$ cat config.mk
export PLATFORM = sky130hd
export DESIGN_NAME = ocx_tlx_rcv_credit_sched
export DESIGN_NICKNAME = d
export VERILOG_FILES = /design/src/rtl/ocx_tlx_credit_pkg.sv /design/src/rtl/ocx_tlx_credit_acc.sv /design/src/rtl/ocx_tlx_rcv_credit_sched.sv
export SDC_FILE = /design/constraint.sdc
export NUM_CORES = 1
export LEC_CHECK = 0
export ABC_AREA = 0
export BUFFER_PORTS_ARGS = -buffer_cell sky130_fd_sc_hd__clkbuf_2
export CORE_ASPECT_RATIO = 0.6
export CORE_MARGIN = 10
export CORE_UTILIZATION = 40
export CTS_BUF_LIST = sky130_fd_sc_hd__clkbuf_4
export CTS_CLUSTER_DIAMETER = 60
export DETAILED_ROUTE_END_ITERATION = 8
export GPL_ROUTABILITY_DRIVEN = 0
export SLEW_MARGIN = 20
export SYNTH_ARGS = -nofsm -noshare
export SYNTH_HDL_FRONTEND = slang
export SYNTH_HIERARCHICAL = 1
export SYNTH_SLANG_ARGS = --single-unit
$ cat constraint.sdc
create_clock -name tlx_clk -period 4.7 [get_ports tlx_clk]
set_input_delay 0.235 -clock tlx_clk [delete_from_list [all_inputs] [get_ports tlx_clk]]
set_output_delay 0.235 -clock tlx_clk [all_outputs]
set_load 0.1 [all_outputs]
$ cat src/rtl/ocx_tlx_credit_pkg.sv
// Shared types and limits for the TLX receive-side credit-return scheduler.
package ocx_tlx_credit_pkg;
    localparam int PEND_W        = 8;
    localparam int VC_FIELD_MAX  = 15;
    localparam int DCP_FIELD_MAX = 63;
    localparam int NUM_CLS       = 4;

    typedef enum logic [1:0] {IDLE, ARM, SEND} sched_state_t;
    typedef enum logic [1:0] {VC0, VC1, DCP0, DCP1} cred_cls_t;
endpackage

$ cat src/rtl/ocx_tlx_credit_acc.sv
// One credit class: saturating pending counter, request snapshot clamped to the
// return-field limit, and the trigger flags the scheduler needs.
module ocx_tlx_credit_acc
    import ocx_tlx_credit_pkg::*;
#(
    parameter int INIT      = 16,
    parameter int FIELD_MAX = VC_FIELD_MAX,
    parameter int FW        = 4,
    parameter int THRESH    = 8
) (
    input  logic          clk,
    input  logic          reset,
    input  logic          clear,
    input  logic          load,
    input  logic          free,
    input  logic          accept,
    input  logic          snap,
    output logic [FW-1:0] taken,
    output logic          nonzero,
    output logic          at_thresh,
    output logic          next_zero,
    output logic          ovf
);
    localparam int SW = PEND_W + 1;

    logic [PEND_W-1:0] pending;
    logic [PEND_W-1:0] pending_next;
    logic [SW-1:0]     sum;
    logic [FW-1:0]     snap_val;

    // taken never exceeds pending, so the extra bit only catches overflow past INIT
    always_comb begin
        sum          = {1'b0, pending} + SW'(free) - (accept ? SW'(taken) : '0);
        ovf          = !clear && !load && (sum > SW'(INIT));
        pending_next = (sum > SW'(INIT)) ? PEND_W'(INIT) : sum[PEND_W-1:0];
        snap_val     = (pending > PEND_W'(FIELD_MAX)) ? FW'(FIELD_MAX) : pending[FW-1:0];
    end

    assign next_zero = (pending_next == '0);
    assign nonzero   = (pending != '0);
    assign at_thresh = (pending >= PEND_W'(THRESH));

    always_ff @(posedge clk) begin
        if (reset || clear) begin
            pending <= '0;
            taken   <= '0;
        end else if (load) begin
            pending <= PEND_W'(INIT);
        end else begin
            pending <= pending_next;
            if (snap) taken <= snap_val;
        end
    end
endmodule

$ cat src/rtl/ocx_tlx_rcv_credit_sched.sv
// TLX receive credit-return scheduler: initial grant at link-up, then batched returns.
// Build macro OCX_TLX_CREDIT_STATS_EN adds running totals of returned credits.
module ocx_tlx_rcv_credit_sched
    import ocx_tlx_credit_pkg::*;
#(
    parameter int INIT_VC0    = 16,
    parameter int INIT_VC1    = 32,
    parameter int INIT_DCP0   = 64,
    parameter int INIT_DCP1   = 64,
    parameter int CRED_THRESH = 8,
    parameter int TIMEOUT     = 64
) (
    input  logic       tlx_clk,
    input  logic       reset,
    input  logic       link_up,
    input  logic       vc0_release,
    input  logic       vc1_release,
    input  logic       dcp0_release,
    input  logic       dcp1_release,
    input  logic       credit_ret_ack,
    output logic       credit_ret_v,
    output logic [3:0] credit_ret_vc0,
    output logic [3:0] credit_ret_vc1,
    output logic [5:0] credit_ret_dcp0,
    output logic [5:0] credit_ret_dcp1,
    output logic       init_done,
    output logic       credit_ovf_err
`ifdef OCX_TLX_CREDIT_STATS_EN
    ,
    output logic [15:0] credit_ret_total_vc0,
    output logic [15:0] credit_ret_total_vc1,
    output logic [15:0] credit_ret_total_dcp
`endif
);
    sched_state_t       state;
    logic [7:0]         timer;
    logic               init_phase;
    logic [NUM_CLS-1:0] rel, nz, thr, nxz, ovf;
    logic               clear, load, accept, go, any_nz;

    assign rel    = {dcp1_release, dcp0_release, vc1_release, vc0_release};
    assign clear  = !link_up;
    assign load   = (state == IDLE) && link_up;
    assign accept = (state == SEND) && link_up && credit_ret_ack;
    assign any_nz = |nz;
    assign go     = (state == ARM) && link_up && any_nz &&
                    (init_phase || (|thr) || (timer >= 8'(TIMEOUT - 1)));

    ocx_tlx_credit_acc #(.INIT(INIT_VC0), .FIELD_MAX(VC_FIELD_MAX), .FW(4), .THRESH(CRED_THRESH)) u_vc0 (
        .clk(tlx_clk), .reset(reset), .clear(clear), .load(load), .free(rel[VC0]),
        .accept(accept), .snap(go), .taken(credit_ret_vc0), .nonzero(nz[VC0]),
        .at_thresh(thr[VC0]), .next_zero(nxz[VC0]), .ovf(ovf[VC0])
    );
    ocx_tlx_credit_acc #(.INIT(INIT_VC1), .FIELD_MAX(VC_FIELD_MAX), .FW(4), .THRESH(CRED_THRESH)) u_vc1 (
        .clk(tlx_clk), .reset(reset), .clear(clear), .load(load), .free(rel[VC1]),
        .accept(accept), .snap(go), .taken(credit_ret_vc1), .nonzero(nz[VC1]),
        .at_thresh(thr[VC1]), .next_zero(nxz[VC1]), .ovf(ovf[VC1])
    );
    ocx_tlx_credit_acc #(.INIT(INIT_DCP0), .FIELD_MAX(DCP_FIELD_MAX), .FW(6), .THRESH(CRED_THRESH)) u_dcp0 (
        .clk(tlx_clk), .reset(reset), .clear(clear), .load(load), .free(rel[DCP0]),
        .accept(accept), .snap(go), .taken(credit_ret_dcp0), .nonzero(nz[DCP0]),
        .at_thresh(thr[DCP0]), .next_zero(nxz[DCP0]), .ovf(ovf[DCP0])
    );
    ocx_tlx_credit_acc #(.INIT(INIT_DCP1), .FIELD_MAX(DCP_FIELD_MAX), .FW(6), .THRESH(CRED_THRESH)) u_dcp1 (
        .clk(tlx_clk), .reset(reset), .clear(clear), .load(load), .free(rel[DCP1]),
        .accept(accept), .snap(go), .taken(credit_ret_dcp1), .nonzero(nz[DCP1]),
        .at_thresh(thr[DCP1]), .next_zero(nxz[DCP1]), .ovf(ovf[DCP1])
    );

    always_ff @(posedge tlx_clk) begin
        if (reset) begin
            state          <= IDLE;
            timer          <= '0;
            init_phase     <= 1'b0;
            init_done      <= 1'b0;
            credit_ret_v   <= 1'b0;
            credit_ovf_err <= 1'b0;
        end else begin
            if (|ovf) credit_ovf_err <= 1'b1;
            // Link loss abandons any in-flight request; the error flag survives
            if (!link_up) begin
                state        <= IDLE;
                timer        <= '0;
                init_phase   <= 1'b0;
                init_done    <= 1'b0;
                credit_ret_v <= 1'b0;
            end else begin
                case (state)
                    IDLE: begin
                        init_phase <= 1'b1;
                        state      <= ARM;
                    end
                    ARM: begin
                        timer <= any_nz ? timer + 8'd1 : '0;
                        if (go) begin
                            state        <= SEND;
                            credit_ret_v <= 1'b1;
                        end
                    end
                    SEND: begin
                        if (credit_ret_ack) begin
                            state        <= ARM;
                            credit_ret_v <= 1'b0;
                            timer        <= '0;
                            if (init_phase && (&nxz)) begin
                                init_done  <= 1'b1;
                                init_phase <= 1'b0;
                            end
                        end
                    end
                    default: state <= IDLE;
                endcase
            end
        end
    end

`ifdef OCX_TLX_CREDIT_STATS_EN
    always_ff @(posedge tlx_clk) begin
        if (reset || !link_up) begin
            credit_ret_total_vc0 <= '0;
            credit_ret_total_vc1 <= '0;
            credit_ret_total_dcp <= '0;
        end else if (accept) begin
            credit_ret_total_vc0 <= credit_ret_total_vc0 + 16'(credit_ret_vc0);
            credit_ret_total_vc1 <= credit_ret_total_vc1 + 16'(credit_ret_vc1);
            credit_ret_total_dcp <= credit_ret_total_dcp + 16'(credit_ret_dcp0) + 16'(credit_ret_dcp1);
        end
    end
`else
    // default build carries no statistics counters
`endif
endmodule

## Yosys cells after proc, flatten, opt, wreduce, memory -nomap -nowiden

Index checks and enable logic that the tools add are counted.

| cells by class | value |
|---|---|
| add/sub/neg operators | 9 |
| $lt $le $gt $ge | 13 |
| equal/unequal tests | 5 |
| muxes and demuxes | 28 |
| bitwise logic cells | 2 |
| reduce and logical (&&, ||, !) cells | 40 |

Operator list:

| cell | count |
|---|---|
| $mux 8 | 6 |
| $add 8x1->9 | 4 |
| $sub 9x9->9 | 4 |
| $ge 8x4->1 const B | 4 |
| $logic_not 8->1 | 4 |
| $reduce_bool 8->1 | 4 |
| $mux 6 | 5 |
| $gt 9x7->1 const B | 2 |
| $gt 8x4->1 const B | 2 |
| $gt 8x6->1 const B | 2 |
| $mux 4 | 4 |
| $pmux 8 s2 | 1 |
| $mux 7 | 2 |
| $logic_and 1x1->1 | 12 |
| $reduce_or 4->1 | 3 |
| $gt 9x5->1 const B | 1 |
| $gt 9x6->1 const B | 1 |
| $reduce_and 3->1 | 3 |
| $add 8x1->8 const B | 1 |
| $ge 8x6->1 const B | 1 |
| $pmux 2 s3 | 1 |
| $reduce_and 2->1 | 3 |
| $mux 5 | 1 |
| $mux 1 | 4 |
| 13 further kinds | 22 |

| word-level totals | value |
|---|---|
| register bits after elaboration | 66 |
| bits of input ports | 8 |
| output and inout bits | 23 |

## Logic depth before layout (Yosys ltp)

Gate-level depths: netlist (run 1).

| logic depth | value |
|---|---|
| depth in word-level cells | 13 |
| depth in mapped cells | 16 |
| gate-level depth less buffers | 16 |

## By module

Netlist (run 1), hierarchy kept.

Modules (own cells, without submodules):

| module | times used | cells an instance | area an instance (um2) | seq. area each (um2) |
|---|---|---|---|---|
| ocx_tlx_credit_acc at u_dcp0 ... | 2 | 120 | 1042.2 | 280.3 |
| ocx_tlx_credit_acc at u_vc0 | 1 | 119 | 1034.7 | 240.2 |
| ocx_tlx_credit_acc at u_vc1 | 1 | 107 | 922.1 | 240.2 |
| ocx_tlx_rcv_credit_sched | 1 | 73 | 671.9 | 280.3 |

## Least setup slack after synthesis (run 1)

No wires, ideal clock.

| timing path | value |
|---|---|
| path kind | reg2reg |
| start | reg state[0] |
| end | reg init_phase |
| library setup time | 0.134 ns |
| arrival time | 3.701 ns |
| setup slack | 0.865 ns |
| stages on the path, launching flop included | 17 |
| buffers on the path | 0 |
| clock period less this slack | 3.835 ns |
| path through | dfxtp_1 -> nand3b_1 -> nor2_1 -> and2_1 -> ha_1 -> inv_1 -> ha_1 -> inv_1 -> fa_1 -> nand2b_1 -> a211o_1 -> a31oi_1 -> o211ai_2 -> nor4_1 -> nand4_1 -> o21ai_0 -> a21oi_1 |

| on the way | value |
|---|---|
| cells in the longest elaborated chain, start to end | 12 |
| elaborated cells between the ends (all ways) | 31 |
| those cells by class | add/sub (4); order compare (4); eq/ne (3); mux (9); reduce/logical (11) |

Ends and longest elaborated chain:

| item | RTL line | source |
|---|---|---|
| start, declared | ocx_tlx_rcv_credit_sched.sv:35 | `sched_state_t state;` |
| start signal, assigned | ocx_tlx_rcv_credit_sched.sv:72 | `state <= IDLE;` |
| start signal, assigned | ocx_tlx_rcv_credit_sched.sv:82 | `state <= IDLE;` |
| start signal, assigned | ocx_tlx_rcv_credit_sched.sv:91 | `state <= ARM;` |
| $eq 2x2->1 (*) | ocx_tlx_rcv_credit_sched.sv:44 | `assign accept = (state == SEND) && link_up && credit_ret_ack;` |
| $logic_and 1x1->1 (*) (2 in series) | ocx_tlx_rcv_credit_sched.sv:44 |  |
| net accept | ocx_tlx_rcv_credit_sched.sv:39 | `logic clear, load, accept, go, any_nz;` |
| $mux 4 (*) | ocx_tlx_credit_acc.sv:33 | `sum = {1'b0, pending} + SW'(free) - (accept ? SW'(taken) : '0);` |
| $sub 9x9->9 (*) | ocx_tlx_credit_acc.sv:33 |  |
| $gt 9x5->1 | ocx_tlx_credit_acc.sv:35 | `pending_next = (sum > SW'(INIT)) ? PEND_W'(INIT) : sum[PEND_W-1:0];` |
| $mux 8 (*) | ocx_tlx_credit_acc.sv:35 |  |
| $logic_not 8->1 (*) | ocx_tlx_credit_acc.sv:39 | `assign next_zero = (pending_next == '0);` |
| net nxz[0] | ocx_tlx_rcv_credit_sched.sv:38 | `logic [NUM_CLS-1:0] rel, nz, thr, nxz, ovf;` |
| $reduce_and 4->1 (*) | ocx_tlx_rcv_credit_sched.sv:105 | `if (init_phase && (&nxz)) begin` |
| $logic_and 1x1->1 (*) | ocx_tlx_rcv_credit_sched.sv:105 |  |
| $ne 2x1->1 (no line) (*) | - |  |
| $reduce_and 3->1 (no line) (*) | - |  |
| end signal, assigned | ocx_tlx_rcv_credit_sched.sv:84 | `init_phase <= 1'b0;` |
| end signal, assigned | ocx_tlx_rcv_credit_sched.sv:90 | `init_phase <= 1'b1;` |
| end signal, assigned | ocx_tlx_rcv_credit_sched.sv:107 | `init_phase <= 1'b0;` |
| end, declared | ocx_tlx_rcv_credit_sched.sv:37 | `logic init_phase;` |

The timed path passes the listed nets; every way through them passes the cells marked *.
A chain may end at the register's enable or synchronous reset.

## Worst setup path after layout (run 1)

| timing path | value |
|---|---|
| start | reg state[1] |
| end | reg init_phase |

| on the way | value |
|---|---|
| cells in the longest elaborated chain, start to end | 12 |
| elaborated cells between the ends (all ways) | 31 |
| those cells by class | add/sub (4); order compare (4); eq/ne (3); mux (9); reduce/logical (11) |

Ends and longest elaborated chain:

| item | RTL line |
|---|---|
| $eq 2x2->1 (*) | ocx_tlx_rcv_credit_sched.sv:44 |
| $logic_and 1x1->1 (*) (2 in series) | ocx_tlx_rcv_credit_sched.sv:44 |
| net accept | ocx_tlx_rcv_credit_sched.sv:39 |
| $mux 6 (*) | ocx_tlx_credit_acc.sv:33 |
| $sub 9x9->9 (*) | ocx_tlx_credit_acc.sv:33 |
| $gt 9x7->1 | ocx_tlx_credit_acc.sv:35 |
| $mux 8 (*) | ocx_tlx_credit_acc.sv:35 |
| $logic_not 8->1 (*) | ocx_tlx_credit_acc.sv:39 |
| net nxz[2] | ocx_tlx_rcv_credit_sched.sv:38 |
| $reduce_and 4->1 (*) | ocx_tlx_rcv_credit_sched.sv:105 |
| $logic_and 1x1->1 (*) | ocx_tlx_rcv_credit_sched.sv:105 |
| $ne 2x1->1 (no line) (*) | - |
| $reduce_and 3->1 (no line) (*) | - |

Marks and branches as above.

==> results by group, run 1 <==
Status
  • Run status: completed

Synth
  • Asr flop ratio synth: 0%
  • Post-Syn Area: 0.00471 mm^2
  • Yosys top cell by area: dfxtp_1
  • Synth cell count leaders: dfxtp_1 (66), ha_1 (61), inv_1 (56), nor2_1 (56), nand2_1 (37)
  • Most instantiated library cell after synthesis: dfxtp_1
  • Top FF cell, synth: dfxtp_1
  • Sequential share of the synthesized area: roughly 28%
  • Post-synthesis cell count: approximately 540
  • Syn Area/Cell: between 8 and 9 um^2
  • Synth warn: 6
  • Number of synthesized flops with an enable pin: 0
  • Top post-synthesis cells by area: dfxtp_1 (28%), ha_1 (16%), inv_1 (4.5%), nor2_1 (4.5%), a311oi_1 (3.0%)
  • Post-synth top area share: between 20% and 30%
  • Synth unique cells: 73
  • #FFs+latches synth: 66

Clock tree
  • Post-CTS Resized: 0
  • Clock sink total: 66
  • Cts hold-fix bufs: 0
  • H-tree levels: 3
  • Maximum clock insertion buffer count: 2
  • Clk root buf: clkbuf_4
  • Setup bufs post-CTS: 0
  • CTS Buf Count: 9
  • CTS tree: built
  • CTS clk-pin slew, worst paths: ~0.11 ns
  • Worst skew pair latency: around 0.43 ns

Place
  • Placed cell areas: 0.00507 mm^2
  • Pre-CTS setup slack: between 0.7 and 0.8 ns
  • DP Cell Count: slightly above 700
  • Post-DP HPWL: between 9 and 10 mm
  • PortBufs: 30

Global route
  • Vias in the first global route: between 3000 and 4000
  • All-Layer GR Usage: 14.3%
  • First-pass GRT wire length: between 15 and 20 mm
  • Largest net degree at the start of global routing: 19
  • Initial antenna violation count: 0
  • GRT overflow: 0

Drt
  • Wire per inst: between 15 and 20 um
  • Drt drc: 0
  • Antenna-violating nets left: 0
  • Vias: around 4000
  • Via density: approximately 5.4
  • Routed WL: between 10 and 15 mm
  • Router iterations before antenna repair: 5
  • DR iter-0 viols: about 230

Timing
  • Period utilization: roughly 84%
  • Max_slew headroom: 39.0%
  • Worst setup margin: 0.770 ns
  • Final hold vios: 0
  • Achievable clock frequency: between 200 and 300 MHz
  • RSZ-0062 raised after global routing: false
  • Hold Slack: approximately 0.08 ns
  • Final Skew: around 0.016 ns
  • Setup TNS: 0 ns
  • Fin. max-slew vios: 0
  • Slew @ Worst Pin: 0.913 ns
  • Final setup viols: 0
  • Fin crit period: roughly 3.9 ns

Worst hold path
  • WHS Endpoint: credit_ovf_err
  • Hold Path Class: in -> reg
  • Hold path depth: 2
  • Hold Startpoint: reset

Worst setup path
  • Worst r2r dst: init_phase
  • CP max FO: 12
  • Crit path capture type: flop
  • FF-to-FF setup slack: a little under 0.8 ns
  • Worst path required time: around 5.0 ns
  • Cell repeated most along the worst path: ha_1
  • Slowest cell on crit path: or4_1
  • Crit path cell chain: nand3b_1 > nor2_1 > buf_4 > and2_1 > ha_1 > inv_1 > ha_1 > fa_1 > or3_1 > or4_1 > nor3_1 > nand4_1 > o21ai_0 > a21oi_1
  • CP max stage delay: 0.52 ns
  • Arrival time at the worst endpoint: between 4 and 5 ns
  • CP startpoint kind: flop
  • R2r worst-path depth: 14
  • Setup CP Type: reg -> reg
  • Critical R2R Launch: state[1]

Final layout
  • Layout cells sized above 1: between 10% and 20%
  • Diode count: 0
  • Nets: approximately 650
  • Non-Filler Instances: 741
  • Fin util: roughly 45%
  • Final instance area: ~0.0052 mm^2
  • Area Overhead vs Synth: 10.0%

Power
  • Pwr dens: 225 mW/mm^2
  • Pwr Total: 1.17 mW
  • Leak: 2.14 nW
  • Peak supply drop: around 170 uV

Floorplanning
  • Floorplan row count: 30
  • Initial core utilization: 41.3%
  • Die W: approximately 160 um
  • Core outline area: between 0.01 and 0.015 mm^2
  • Die height: 104 um
  • IO Pins: 31
  • Die ar.: approximately 0.017 mm^2

Job
  • Maxcap violations: 0
-- worst max-delay path: cells and delay by family (launching register included) --
kind	cells	cell delay, ns
AOI/OAI and AO/OA	2	0.25
adders and majority gates	3	0.90
buffers and inverters	2	0.30
DFF	1	0.42
and+or+nand+nor	7	1.95
-- per-layer routing --
| metal | track usage [%] | part of all wire [%] | vias to the layer above |
|---|---|---|---|
| li1 | - | - | 2017 |
| met1 | 20.3 | 52 | 1896 |
| met2 | 20.3 | 41 | 103 |
| met3 | 4.39 | 5.7 | 16 |
| met4 | 3.59 | 1.2 | 0 |
| met5 | 0 | 0 | - |
-- worst max path at each step --
stage,from,endpoint,slack [ns],cells past startpoint
after floorplan,state[0],init_phase,0.87,16
after global placement,link_up,init_phase,0.88,16
after detailed placement,link_up,init_phase,0.76,16
after CTS,state[1],init_phase,0.82,14
after global routing,state[1],init_phase,0.50,17
final,state[1],init_phase,0.77,14
-- sequential cells by signal, indices dropped and copies added (netlist names), 6 cells and up --
name and cells:
u_vc0/pending 8, u_vc1/pending 8, u_dcp0/taken 6, u_dcp1/taken 6
u_dcp0/pending 8, timer 8, u_dcp1/pending 8
-- power by group --
| group | total (mW) | internal (mW) | switching (mW) | leakage, nW |
|---|---|---|---|---|
| clock | 0.366 | 0.160 | 0.206 | 0.0719 |
| sequential | 0.579 | 0.571 | 0.00801 | 0.537 |
| combinational | 0.222 | 0.0722 | 0.149 | 1.53 |
-- cells in the final DEF, fill, tap and decap left out, types with 5 or more instances in the layout --
master	count
a21o_1	5
a21oi_1	21
a311oi_1	16
and3_1	7
clkbuf_2	30
clkbuf_4	10
conb_1	7
dfxtp_1	66
ha_1	61
inv_1	56
nand2_1	37
nand2b_1	9
nand3_1	7
nor2_1	56
nor2b_1	9
nor3_1	26
nor4_1	7
o21a_1	8
o21ai_0	8
o22ai_1	5
or3_1	6
xnor2_1	8
xor2_1	8
-- final cells by class --
class                           instances  area (um^2)
Multi-Input combinational cell        412         3160
Timing Repair Buffer                   33          173
Clock inverter                          4         45.0
Clock buffer                           10         75.1
Inverter                               56          210
Fill cell                            1160         6220
Tap cell                              160          200
Sequential cell                        66         1320
-- cells by family after synthesis --
kind of cell,Yosys count,share of synthesized area [%]
AO/OA/AOI/OAI,122,23.1
adder cells (fa/ha/maj),65,17.9
multiplexers,5,1.11
buffers and inverters,64,5.12
flip-flops,66,28.0
other,4,0.318
XOR/XNOR,16,2.97
AND/OR/NAND/NOR,197,21.4
(Power assumes the default switching activity.)
==> inputs of run 2 (changes only) <==
Clock period 4.7 ns to 3.65 ns, I/O delays scaled along.
==> results by group, run 2 (synthesis gave the netlist of run 1 again) <==
Global route
  • Initial antenna violation count: 0 (unchanged)
  • First-pass GRT wire length: 20.5 mm (+3.7%)
  • GRT overflow: 0 (unchanged)
  • All-Layer GR Usage: 14.7% (+0.41 points)
  • Vias in the first global route: 4053 (+3.2%)
  • Largest net degree at the start of global routing: 19 (unchanged)

Final layout
  • Area Overhead vs Synth: 20.8%
  • Fill count: 1116 (-3.8%)
  • Layout cells sized above 1: 24.4% (+11 points)
  • Nets: 679 (+4.3%)
  • Sequential Area: 0.00132 mm^2 (about the same)
  • Most common cell after layout, fill and taps aside: dfxtp_1
  • Multi-input gate area: 0.00343 mm^2 (+8.4%)
  • Most frequent cells in the layout: dfxtp_1 (65), nor2_1 (55), inv_1 (50)

Worst setup path
  • Worst path required time: 3.97 ns (-1.04 ns)
  • Crit path capture type: flop
  • Setup CP Type: reg -> reg
  • CP max stage delay: 0.55 ns (+0.03 ns)
  • CP startpoint kind: flop
  • Crit path cell chain: nand3b_1 > nor2_4 > buf_6 > and2_4 > ha_4 > inv_2 > ha_4 > fa_2 > or3_4 > or4_4 > nor3_4 > nand4_1 > o21ai_2 > a21oi_1
  • Cell repeated most along the worst path: ha_4
  • CP max FO: 7 (-5)
  • Arrival time at the worst endpoint: 3.90 ns (-0.34 ns)
  • Slowest cell on crit path: or4_4

Power
  • Pwr dens: 274 mW/mm^2 (+22%)
  • Leak: 2.28 nW (+6.6%)
  • Peak supply drop: 129 uV (-26%)

Timing
  • Hold Slack: 0.0679 ns (-0.0122 ns)
  • Achievable clock frequency: 279 MHz (+9.7%)
  • Final Skew: 0.0140 ns (-0.00180 ns)
  • RSZ-0062 raised after global routing: true
  • Fin. max-slew vios: 0 (unchanged)
  • Final hold vios: 0 (unchanged)
  • Worst setup margin: 0.0680 ns (-0.702 ns)
  • Final setup viols: 0 (unchanged)
  • Period utilization: 98.1% (+15 points)
  • Max_slew headroom: 58.6% (+20 points)
  • Slew @ Worst Pin: 0.619 ns (-0.294 ns)
  • Fin crit period: 3.58 ns (-0.348 ns)

Clock tree
  • CTS Buf Count: 9 (unchanged)
  • Clock sink total: 66 (unchanged)
  • Clk root buf: clkbuf_4
  • H-tree levels: 3 (unchanged)
  • CTS tree: built
  • CTS clk-pin slew, worst paths: 0.11 ns (about the same)
  • Maximum clock insertion buffer count: 2 (unchanged)
  • Worst skew pair latency: 0.44 ns (about the same)

Floorplanning
  • Floorplan row count: 30 (unchanged)
  • Initial core utilization: 41.3% (unchanged)
  • Die ar.: 0.0167 mm^2 (unchanged)
  • Die W: 160 um (unchanged)
  • Core outline area: 0.0114 mm^2 (unchanged)
  • Die height: 104 um (unchanged)
  • IO Pins: 31 (unchanged)

Drt
  • Via density: 5.37 (-1.4%)
  • Vias: 4143 (+2.8%)
  • Drt drc: 0 (unchanged)
  • Antenna-violating nets left: 0 (unchanged)
  • Wire per inst: 16.5 um (+2.2%)
  • Router iterations before antenna repair: 4 (-1)
  • Routed WL: 12.8 mm (+6.5%)
  • DR iter-0 viols: 263 (+16%)

Place
  • PortBufs: 30 (unchanged)
  • Post-DP HPWL: 9.83 mm (+4.5%)
  • Pre-CTS setup slack: -0.0756 ns (-0.834 ns)

Status
  • Run status: completed

Worst hold path
  • Hold Path Class: in -> reg

Job
  • Maxcap violations: 0 (unchanged)
[run 2: changes by cell type in the layout (fill, tap and decap cells not counted), moves of 4 or more]
cell   before  now
buf_4       3   29
fa_1        4    0
inv_2       0    5
ha_4        0   12
inv_1      56   50
fa_2        0    4
ha_1       61   48
[run 2: worst paths after layout]
check / from / endpoint / slack (ns) / depth (start not counted)
max: state[0] / init_phase / 0.07 / 14
min: credit_ret_ack / state[0] / 0.07 / 3
min reg2reg: init_done / init_done / 0.50 / 1
max reg2reg: state[0] / init_phase / 0.07 / 14
[run 2: report_power, final]
part	switching [mW]	internal (mW)	total [mW]
Clock	0.281	0.205	0.486
Sequential	0.0105	0.735	0.746
Combinational	0.208	0.122	0.330
Total	0.500	1.06	1.56
[run 2: area by class of cell]
type,instances,area share (%)
Antenna cell,1,0.0440
Clock buffer,9,1.19
Clock inverter,7,1.23
Inverter,56,3.74
Multi-Input combinational cell,412,60.2
Sequential cell,66,23.2
Tap cell,160,3.52
Timing Repair Buffer,61,6.86
[run 2: metal layers]
| layer | GRT usage (%) | vias to the layer above | wire length [um] |
|---|---|---|---|
| li1 | - | 2084 | - |
| met1 | 21.1 | 1959 | 6570 |
| met2 | 21.3 | 89 | 5430 |
| met3 | 4.47 | 11 | 667 |
| met4 | 2.55 | 0 | 91 |
| met5 | 0 | - | 0 |
[run 2: what timing repair did]
action | CTS | global route
hold buffers | 0 | 0
setup buffers | 0 | 8
hold endpoints to repair | 0 | 0
resized for setup | 3 | 53
endpoints found under the setup margin | 2 | 3
pin swaps | 0 | 26
[run 2: through the flow]
step / instances / utilization [%] / setup TNS (ns) / instance area (um^2) / power (mW)
finish: 772 / 49.9 / 0 / 5690 / 1.56
global route: 771 / 49.9 / -0.165 / 5690 / 1.65
CTS: 764 / 47.1 / 0 / 5380 / 1.56
detailed placement: 748 / 45.8 / -0.0756 / 5230 / 1.07
global placement: 748 / 45.8 / 0 / 5230 / 1.06
floorplan: 542 / - / 0 / 4730 / 0.979
[run 2: worst max-delay path, delay by kind of cell (launching register included)]
kind	cells	cell delay [ns]
adder cells (fa/ha/maj)	3	0.79
AND/OR/NAND/NOR	7	1.85
buffers and inverters	2	0.21
flip-flops	1	0.34
AO/OA/AOI/OAI	2	0.26
==> inputs of run 3 (changes only) <==
Settings changed: ABC_AREA 0 to 1, BUFFER_PORTS_ARGS -buffer_cell sky130_fd_sc_hd__clkbuf_2 to unset, CORE_MARGIN 10 to 8, DONT_BUFFER_PORTS set to 1.
==> results by group, run 3 <==
Status
  • Run status: completed

Worst setup path
  • Worst path required time: 4.00 ns (+0.03 ns)
  • Arrival time at the worst endpoint: 3.72 ns (-0.18 ns)
  • Setup CP Type: reg -> reg
  • CP max FO: 12 (+5)
  • Crit path capture type: flop
  • CP startpoint kind: flop

Place
  • PortBufs: 0 (-100%)
  • Pre-CTS setup slack: 0.114 ns (+0.189 ns)
  • Placed cell areas: 0.00555 mm^2 (+6.2%)
  • Post-DP HPWL: 10.1 mm (+2.9%)

Floorplanning
  • Die ar.: 0.0169 mm^2 (+1.4%)
  • Floorplan row count: 32 (+6.7%)
  • Die W: 163 um (+1.5%)
  • Initial core utilization: 40.5% (-0.81 points)
  • Die height: 104 um (-0.13%)
  • Core outline area: 0.0127 mm^2 (+12%)
  • IO Pins: 31 (unchanged)

Synth
  • #FFs+latches synth: 66 (unchanged)
  • Synth warn: 6 (unchanged)
  • Asr flop ratio synth: 0% (unchanged)
  • Top post-synthesis cells by area: dfxtp_1 (26%), ha_1 (15%), nand2_1 (14%), inv_1 (8.7%), nor2_1 (6.5%)
  • Post-Syn Area: 0.00516 mm^2 (+9.4%)
  • Post-synthesis cell count: 774 (+44%)
  • Synth cell count leaders: nand2_1 (190), inv_1 (120), nor2_1 (89), dfxtp_1 (66), ha_1 (61)
  • Sequential share of the synthesized area: 25.6% (-2.4 points)
  • Synth Area in Compound Gates: 8.23% (-15 points)
  • Yosys top cell by area: dfxtp_1
  • Post-synthesis mux area share: 0% (-1.1 points)
  • Largest family of logic cells by synthesized area: simple AND/OR/NAND/NOR gates
  • Number of synthesized flops with an enable pin: 0 (unchanged)
  • XOR/XNOR Fraction of Synth Area: 0.170% (-2.8 points)
  • Top FF cell, synth: dfxtp_1
  • Synth unique cells: 41 (-44%)
  • Most instantiated library cell after synthesis: nand2_1
  • Post-Synth Adder-Cell Area: 16.4% (-1.5 points)
  • Simple-Gate Fraction of Synth Area: 39.4% (+18 points)
  • Syn Area/Cell: 6.66 um^2 (-24%)
  • Post-synth top area share: 25.6% (-2.4 points)

Timing
  • Setup TNS: 0 ns (unchanged)
  • Max_slew headroom: 31.3% (-27 points)
  • Final hold vios: 0 (unchanged)
  • Worst setup margin: 0.287 ns (+0.219 ns)
  • Period utilization: 92.1% (-6.0 points)
  • Final setup viols: 0 (unchanged)
  • Fin. max-slew vios: 0 (unchanged)
  • Final Skew: 0.0125 ns (-0.00143 ns)
  • Slew @ Worst Pin: 1.03 ns (+0.409 ns)
  • Fin crit period: 3.36 ns (-0.219 ns)
  • Achievable clock frequency: 297 MHz (+6.5%)

Drt
  • Wire per inst: 12.5 um (-24%)
  • Via density: 4.78 (-11%)
  • Vias: 4726 (+14%)
  • Router iterations before antenna repair: 5 (+1)
  • DR iter-0 viols: 292 (+11%)
  • Antenna-violating nets left: 0 (unchanged)
  • Routed WL: 12.3 mm (-3.3%)
  • Drt drc: 0 (unchanged)

Final layout
  • Fin util: 45.2% (-4.7 points)
  • Diode count: 0 (-1)
  • Final instance area: 0.00576 mm^2 (+1.1%)
  • Layout cells sized above 1: 14.9% (-9.5 points)
  • Nets: 887 (+31%)
  • Most common cell after layout, fill and taps aside: nand2_1
  • Most frequent cells in the layout: nand2_1 (188), inv_1 (120), nor2_1 (87)
  • Area Overhead vs Synth: 11.6%

Clock tree
  • CTS tree: built
  • Clock sink total: 66 (unchanged)
  • Worst skew pair latency: 0.42 ns (-0.02 ns)
  • CTS Buf Count: 9 (unchanged)
  • CTS clk-pin slew, worst paths: 0.12 ns (about the same)
  • H-tree levels: 3 (unchanged)
  • Maximum clock insertion buffer count: 2 (unchanged)
  • Clk root buf: clkbuf_4

Global route
  • Initial antenna violation count: 0 (unchanged)
  • Largest net degree at the start of global routing: 14 (-5)
  • GRT overflow: 0 (unchanged)
  • Vias in the first global route: 4425 (+9.2%)
  • First-pass GRT wire length: 21.5 mm (+5.1%)
  • All-Layer GR Usage: 15.4% (+0.65 points)

Worst hold path
  • Hold Path Class: in -> reg

Power
  • Peak supply drop: 164 uV (+27%)
  • Leak: 2.96 nW (+30%)
  • Pwr Total: 1.55 mW (-1.0%)
  • Pwr dens: 269 mW/mm^2 (-2.1%)

Job
  • Maxcap violations: 0 (unchanged)
-- run 3: cell types whose count changed after synthesis, moves of 15 or more --
| cell | before | now |
|---|---|---|
| a311oi_1 | 16 | 1 |
| inv_1 | 56 | 120 |
| nor3_1 | 26 | 11 |
| nand3_1 | 7 | 54 |
| inv_2 | 0 | 15 |
| nand2_1 | 37 | 190 |
| nor2_1 | 56 | 89 |
| nand2_2 | 0 | 17 |
-- run 3: worst paths after layout --
kind | start | to | slack [ns] | depth (start not counted)
setup reg to reg | state[1] | init_phase | 0.29 | 25
setup / recovery | state[1] | init_phase | 0.29 | 25
hold reg to reg | timer[1] | timer[1] | 0.49 | 2
hold / removal | dcp1_release | u_dcp1/pending[0] | 0.08 | 3
-- run 3: per-stage QoR --
step           instances  hold WS [ns]
6_report             988        0.0801
2_1_floorplan        777         0.317
3_5_place_dp         969         0.327
5_1_grt              988        0.0619
3_3_place_gp         969         0.325
4_1_cts              986        0.0576
-- run 3: critical path: stages, from the launching register on --
cell and delay, ns:
dfxtp_2 0.37, inv_2 0.05, nor2_4 0.14, nand2_4 0.10, nor2_4 0.12, buf_6 0.17
nand2_1 0.06, inv_1 0.05, ha_1 0.21, inv_1 0.05, ha_1 0.19, fa_1 0.47
or2_1 0.25, nor2_1 0.10, nand3_1 0.10, nor2_2 0.10, nand2_2 0.07, nand2_4 0.08
nand4_1 0.09, nand2_1 0.08, nor2_1 0.06, nand4_1 0.11, nand2_1 0.06, nand2_1 0.05
nand2_1 0.04, a21oi_1 0.11
-- run 3: routing by layer --
| layer | track usage (%) | vias to the layer above | wire, um |
|---|---|---|---|
| met5 | 0 | - | 0 |
| met4 | 2.74 | 0 | 119 |
| met3 | 5.02 | 9 | 914 |
| met2 | 20.9 | 96 | 4530 |
| met1 | 22.9 | 2080 | 6770 |
| li1 | - | 2541 | - |
-- run 3: report_power, final --
group	internal [mW]	total, mW	switching, mW	leakage [nW]
Clock	0.205	0.486	0.281	0.0602
Combinational	0.0945	0.306	0.211	2.36
Sequential	0.735	0.754	0.0196	0.537
Total	1.03	1.55	0.512	2.96
-- run 3: cell type report --
| class | count | area, um^2 |
|---|---|---|
| clock buffers | 9 | 67.6 |
| clock inverters | 6 | 68.8 |
| fillers | 1344 | 6980 |
| inverters | 135 | 507 |
| multi-input cells | 575 | 3360 |
| flip-flops and latches | 66 | 1320 |
| well taps | 170 | 213 |
| repair buffers | 27 | 215 |
-- run 3: kinds of logic after synthesis --
kind of cell	count (synthesis)
adders and majority gates	65
other	4
buffers and inverters	136
xor gates and xnor gates	1
and+or+nand+nor	426
AOI/OAI and AO/OA	76
DFF	66
-- run 3: timing repair --
action / in CTS / in global routing
setup endpoints to repair: 0 / 3
buffers inserted: 0 / 2
hold endpoints to repair: 19 / 0
resized for setup: 0 / 10
hold buffers: 2 / 0
